[src/rtl/bits4_link_pkg.sv]
// Shared definitions for the single-wire shift-register link.
package bits4_link_pkg;

   // Serializer FSM states, encoded explicitly for legacy compatibility.
   typedef enum logic [0:0] {
      ST_IDLE  = 1'b0,
      ST_SHIFT = 1'b1
   } state_t;

   // Line level driven while no frame is in progress.
   localparam logic IDLE_LEVEL_DEF = 1'b0;

   // Ceiling log2; returns at least 1 so a counter never collapses to zero width.
   function automatic int unsigned clog2(input int unsigned n);
      int unsigned r;
      r = 1;
      for (int unsigned i = 1; i < 32; i++) begin
         if ((64'd1 << i) < 64'(n)) r = i + 1;
      end
      return r;
   endfunction

endpackage

[src/rtl/bits4_bit_counter.sv]
// Bit counter with synchronous clear, increment and terminal-count flag.
module bits4_bit_counter
   import bits4_link_pkg::*;
#(
   parameter int unsigned WIDTH = 4,
   localparam int unsigned CNT_W = clog2(WIDTH)
) (
   input  logic             i_CLK,
   input  logic             i_RSTn,
   input  logic             i_clr,
   input  logic             i_inc,
   output logic [CNT_W-1:0] o_cnt,
   output logic             o_term_c
);

   localparam logic [CNT_W-1:0] LAST = CNT_W'(WIDTH - 1);

   // Count register; clear wins over increment.
   always_ff @(posedge i_CLK) begin
      if (!i_RSTn) begin
         o_cnt <= '0;
      end else if (i_clr) begin
         o_cnt <= '0;
      end else if (i_inc) begin
         o_cnt <= o_cnt + CNT_W'(1);
      end
   end

   // Terminal flag: the last bit of the frame is on the line.
   assign o_term_c = (o_cnt == LAST);

endmodule

[src/rtl/bits4_serializer.sv]
// Parallel-in/serial-out transmitter, LSB first, valid/ready word input.
module bits4_serializer
   import bits4_link_pkg::*;
#(
   parameter int unsigned WIDTH      = 4,
   parameter logic        IDLE_LEVEL = IDLE_LEVEL_DEF
) (
   input  logic             i_CLK,
   input  logic             i_RSTn,
   input  logic [WIDTH-1:0] i_DATA,
   input  logic             i_VALID,
   output logic             o_READY,
   output logic             o_D,
   output logic             o_SVALID,
   output logic             o_BUSY,
   output logic             o_DONE
);

   localparam int unsigned CNT_W = clog2(WIDTH);
   localparam logic [CNT_W-1:0] LAST = CNT_W'(WIDTH - 1);

   state_t           r_state;
   logic [WIDTH-1:0] r_sh;

   state_t           w_state_nx;
   logic [WIDTH-1:0] w_sh_nx;
   logic             w_d_nx;
   logic             w_svalid_nx;
   logic             w_done_nx;
   logic             w_clr;
   logic             w_inc;
   logic             w_accept;
   logic             w_term;
   logic [CNT_W-1:0] w_cnt;

   bits4_bit_counter #(
      .WIDTH (WIDTH)
   ) u_cnt (
      .i_CLK    (i_CLK),
      .i_RSTn   (i_RSTn),
      .i_clr    (w_clr),
      .i_inc    (w_inc),
      .o_cnt    (w_cnt),
      .o_term_c (w_term)
   );

   // Ready in IDLE, or on the final bit so frames can run back-to-back.
   assign o_READY  = (r_state == ST_IDLE) | ((r_state == ST_SHIFT) & w_term);
   assign w_accept = i_VALID & o_READY;

   // Next-state and next-output decode.
   always_comb begin
      w_state_nx  = r_state;
      w_sh_nx     = r_sh;
      w_d_nx      = o_D;
      w_svalid_nx = o_SVALID;
      w_done_nx   = 1'b0;
      w_clr       = 1'b0;
      w_inc       = 1'b0;
      case (r_state)
         ST_IDLE: begin
            if (w_accept) begin
               w_sh_nx     = i_DATA >> 1;
               w_d_nx      = i_DATA[0];
               w_svalid_nx = 1'b1;
               w_clr       = 1'b1;
               w_state_nx  = ST_SHIFT;
            end else begin
               w_d_nx      = IDLE_LEVEL;
               w_svalid_nx = 1'b0;
            end
         end
         ST_SHIFT: begin
            if (w_cnt < LAST) begin
               w_d_nx  = r_sh[0];
               w_sh_nx = r_sh >> 1;
               w_inc   = 1'b1;
            end else begin
               w_done_nx = 1'b1;
               if (w_accept) begin
                  w_sh_nx     = i_DATA >> 1;
                  w_d_nx      = i_DATA[0];
                  w_svalid_nx = 1'b1;
                  w_clr       = 1'b1;
                  w_state_nx  = ST_SHIFT;
               end else begin
                  w_d_nx      = IDLE_LEVEL;
                  w_svalid_nx = 1'b0;
                  w_state_nx  = ST_IDLE;
               end
            end
         end
         default: begin
            w_state_nx  = ST_IDLE;
            w_d_nx      = IDLE_LEVEL;
            w_svalid_nx = 1'b0;
         end
      endcase
   end

   // State, shift register and registered outputs; reset aborts any frame.
   always_ff @(posedge i_CLK) begin
      if (!i_RSTn) begin
         r_state  <= ST_IDLE;
         r_sh     <= '0;
         o_D      <= IDLE_LEVEL;
         o_SVALID <= 1'b0;
         o_BUSY   <= 1'b0;
         o_DONE   <= 1'b0;
      end else begin
         r_state  <= w_state_nx;
         r_sh     <= w_sh_nx;
         o_D      <= w_d_nx;
         o_SVALID <= w_svalid_nx;
         o_BUSY   <= (w_state_nx == ST_SHIFT);
         o_DONE   <= w_done_nx;
      end
   end

endmodule

[config.mk]
export PLATFORM = sky130hd
export DESIGN_NAME = bits4_serializer
export DESIGN_NICKNAME = d
export VERILOG_FILES = /design/src/rtl/bits4_link_pkg.sv /design/src/rtl/bits4_bit_counter.sv /design/src/rtl/bits4_serializer.sv
export SDC_FILE = /design/constraint.sdc
export NUM_CORES = 1
export LEC_CHECK = 0
export ABC_AREA = 1
export CELL_PAD_IN_SITES_DETAIL_PLACEMENT = 2
export CELL_PAD_IN_SITES_GLOBAL_PLACEMENT = 2
export CORE_MARGIN = 3
export CORE_UTILIZATION = 25
export DETAILED_ROUTE_END_ITERATION = 6
export MAX_ROUTING_LAYER = met4
export PLACE_DENSITY_LB_ADDON = 0.1
export SLEW_MARGIN = 20
export SYNTH_ARGS = -nofsm -noshare
export SYNTH_HDL_FRONTEND = slang
export SYNTH_SLANG_ARGS = --single-unit
[constraint.sdc]
create_clock -name i_CLK -period 3.3 [get_ports i_CLK]
set_clock_uncertainty 0.15 [all_clocks]
set_input_delay 0.33 -clock i_CLK [delete_from_list [all_inputs] [get_ports i_CLK]]
set_output_delay 0.33 -clock i_CLK [all_outputs]
set_load 0.02 [all_outputs]
==> flow_metrics.py <==
metrics = {
    "status": {
        "outcome": "completed",
    },
    "synthesis": {
        "synth-adder-area-share": 0.0293,
        "synth_fp_nets": 63,
        "synth-xor-area-share": 0,
        "yosysTopAreaCellShare": 0.469,
        "synthMuxAreaShare": 0,
        "synth_compound_area_frac": 0.0997,
        "ys_types": 16,
        "syn-cell-area_um2": 427,
        "synth-seq-cells": 10,
        "ys_seq_area_frac": 0.469,
        "synth_area_leaders": "dfxtp_1 (47%), nand2_1 (12%), inv_1 (5.3%)",
        "yosys.area_share.simple": 0.305,
        "syn_avg_cell_area_um2": 7.76,
        "synth_top_family_by_area": "simple AND/OR/NAND/NOR gates",
        "yosysWarnings": 0,
        "synth_top_area_cell": "dfxtp_1",
        "postSynthCellCount": 55,
    },
    "min_path": {
        "hold_class": "register to register",
    },
    "setup_path": {
        "crit_required_ns": 2.82,
        "crit_fanout": 14,
        "endpoint_kind": "output port",
        "cp.arrival_ns": 1.74,
        "critPathKind": "register to output port",
        "start_kind": "register",
    },
    "timing": {
        "tightest_slew_ns": 0.251,
        "fin_crit_sh": 0.673,
        "tns_ns": 0,
        "slew-limit-headroom": 0.832,
        "fmax_ghz": 0.450,
        "setup_violations": 0,
        "period_needed_ns": 2.22,
        "rsz0062_at_grt": "false",
        "final_max_slew_viol_count": 0,
        "hold_viol": 0,
        "worst_slack_ns": 1.08,
    },
    "floorplanning": {
        "core_area_um2": 1560,
        "initial_core_util": 0.274,
        "dieArea_um2": 2240,
        "num_io_pins": 12,
        "die_width_um": 47.3,
        "num_rows": 14,
        "die_y_um": 47.3,
    },
    "final_layout": {
        "final_cell_mix": "nand2_1 (14), clkdlybuf4s50_1 (11), dfxtp_1 (10)",
        "nets": 78,
        "diodes": 0,
        "areaGrowthSynthToFinish_pct": 36.4,
        "drive_gt1_frac": 0.159,
        "fill_cells": 184,
        "layout_commonest_cell": "nand2_1",
    },
    "detailed_routing": {
        "drt_iter0_markers": 3,
        "via_per_inst": 4.69,
        "firstDrtPassIters": 4,
        "vias": 399,
        "final_antenna_net_count": 0,
        "drc": 0,
        "drt-total-wl_mm": 1.01,
        "wl_per_cell_um": 11.9,
    },
    "power": {
        "p_sw_mw": 0.0699,
        "p_seq_frac": 0.462,
        "p_per_area_nw_per_um2": 489,
        "pwr-share-clk": 0.385,
        "intPower_mw": 0.214,
        "p_comb_frac": 0.153,
        "p_leak_nw": 0.252,
        "p_sw_frac": 0.246,
        "ir_drop_v": 0.000184,
    },
    "placed_design": {
        "place_ws_ns": 1.35,
        "globalplace.congestion": 0.694,
        "port-buffer-count": 11,
        "dp_hpwl_um": 804,
    },
    "cts": {
        "cts-resized-gates": 0,
        "worst_setup_hold_path_clk_slew_ns": 0.06,
        "numCtsBuffers": 3,
        "clock-sinks": 10,
        "hold_buffers": 0,
        "cts_root_buf": "clkbuf_4",
        "htree_levels": 1,
        "insertion_delay_ns": 0.26,
        "post-cts-setup-buffers": 0,
        "cts_tree": "built",
        "clockBufferDepth": 2,
    },
    "grt": {
        "grt_antenna_before_repair": 0,
        "grt-ovfl-total": 0,
        "grt_pass1_wl_mm": 1.84,
        "first_global_vias": 411,
        "grt_util_all_layers": 0.125,
        "grt_max_degree": 15,
    },
    "flow_run": {
        "drv_cap": 0,
    },
}
flip-flops by register name, summed over array words and instances (netlist names):
signal,cells
u_cnt.o_cnt,2
r_sh,4
r_state,1
o_DONE,1
o_D,1
o_SVALID,1
power groups by stage:
| stage | registers [mW] | clock network (mW) | logic (mW) |
|---|---|---|---|
| 4_1_cts | 0.131 | 0.115 | 0.0445 |
| 6_report | 0.131 | 0.109 | 0.0435 |
| 5_1_grt | 0.132 | 0.123 | 0.0499 |
| 2_1_floorplan | 0.136 | 0 | 0.0227 |
| 3_3_place_gp | 0.134 | 0 | 0.0439 |
| 3_5_place_dp | 0.134 | 0 | 0.0442 |
kinds of logic after synthesis:
logic type	Yosys count
flip-flops	10
adder cells (fa/ha/maj)	1
AND/OR/NAND/NOR	28
AO/OA/AOI/OAI	7
buffers and inverters	9
critical path, stage by stage (launching register included):
cell,delay [ns]
dfxtp_1,0.36
ha_1,0.21
inv_2,0.06
nand2_2,0.20
clkdlybuf4s50_1,0.65
per-layer routing:
layer / GRT usage / share of wire / wire length, um / up-vias
li1: - / - / - / 203
met1: 0.154 / 0.48 / 484 / 185
met2: 0.174 / 0.46 / 462 / 11
met3: 0.0575 / 0.066 / 67 / 0
met4: 0.0497 / 0 / 0 / 0
met5: - / 0 / 0 / -
path summary, 6_finish.rpt:
kind | startpoint | endpoint | slack [ns] | cells after the start
worst min-delay path | r_sh[3]$_SDFF_PN0_ | r_sh[3]$_SDFF_PN0_ | 0.31 | 2
worst max register to register | u_cnt.o_cnt[0]$_SDFFE_PP0P_ | u_cnt.o_cnt[0]$_SDFFE_PP0P_ | 1.88 | 6
worst max-delay path | u_cnt.o_cnt[0]$_SDFFE_PP0P_ | o_READY | 1.08 | 4
worst min register to register | r_sh[3]$_SDFF_PN0_ | r_sh[3]$_SDFF_PN0_ | 0.31 | 2
Yosys cell counts:
master / n
a21oi_2: 2
a21oi_1: 3
nand3b_1: 2
inv_1: 6
nand2_2: 1
ha_1: 1
nand3_2: 1
buf_6: 1
nor2_1: 4
inv_2: 2
nor2_2: 1
nand2_1: 14
dfxtp_1: 10
nand3_1: 3
nor3_1: 2
o21ai_1: 2
through the flow:
stage / std cells / power [mW] / instance area, um^2 / hold slack, ns / utilization
global route: 85 / 0.305 / 582 / 0.352 / 0.373
finish: 85 / 0.284 / 582 / 0.306 / 0.373
CTS: 85 / 0.290 / 582 / 0.313 / 0.373
global placement: 81 / 0.178 / 546 / 0.299 / 0.350
detailed placement: 81 / 0.178 / 546 / 0.302 / 0.350
floorplan: 55 / 0.159 / 427 / 0.259 / -
final cells by class:
type / instances / area, um^2 / share of cell area
tap: 16 / 20.0 / 0.0344
clock buffer: 4 / 36.3 / 0.0624
sequential: 10 / 200 / 0.344
multi-input combinational: 36 / 185 / 0.318
timing repair buffer: 11 / 110 / 0.189
inverter: 8 / 30.0 / 0.0516
No activity file was read; power rests on OpenSTA's default activity.
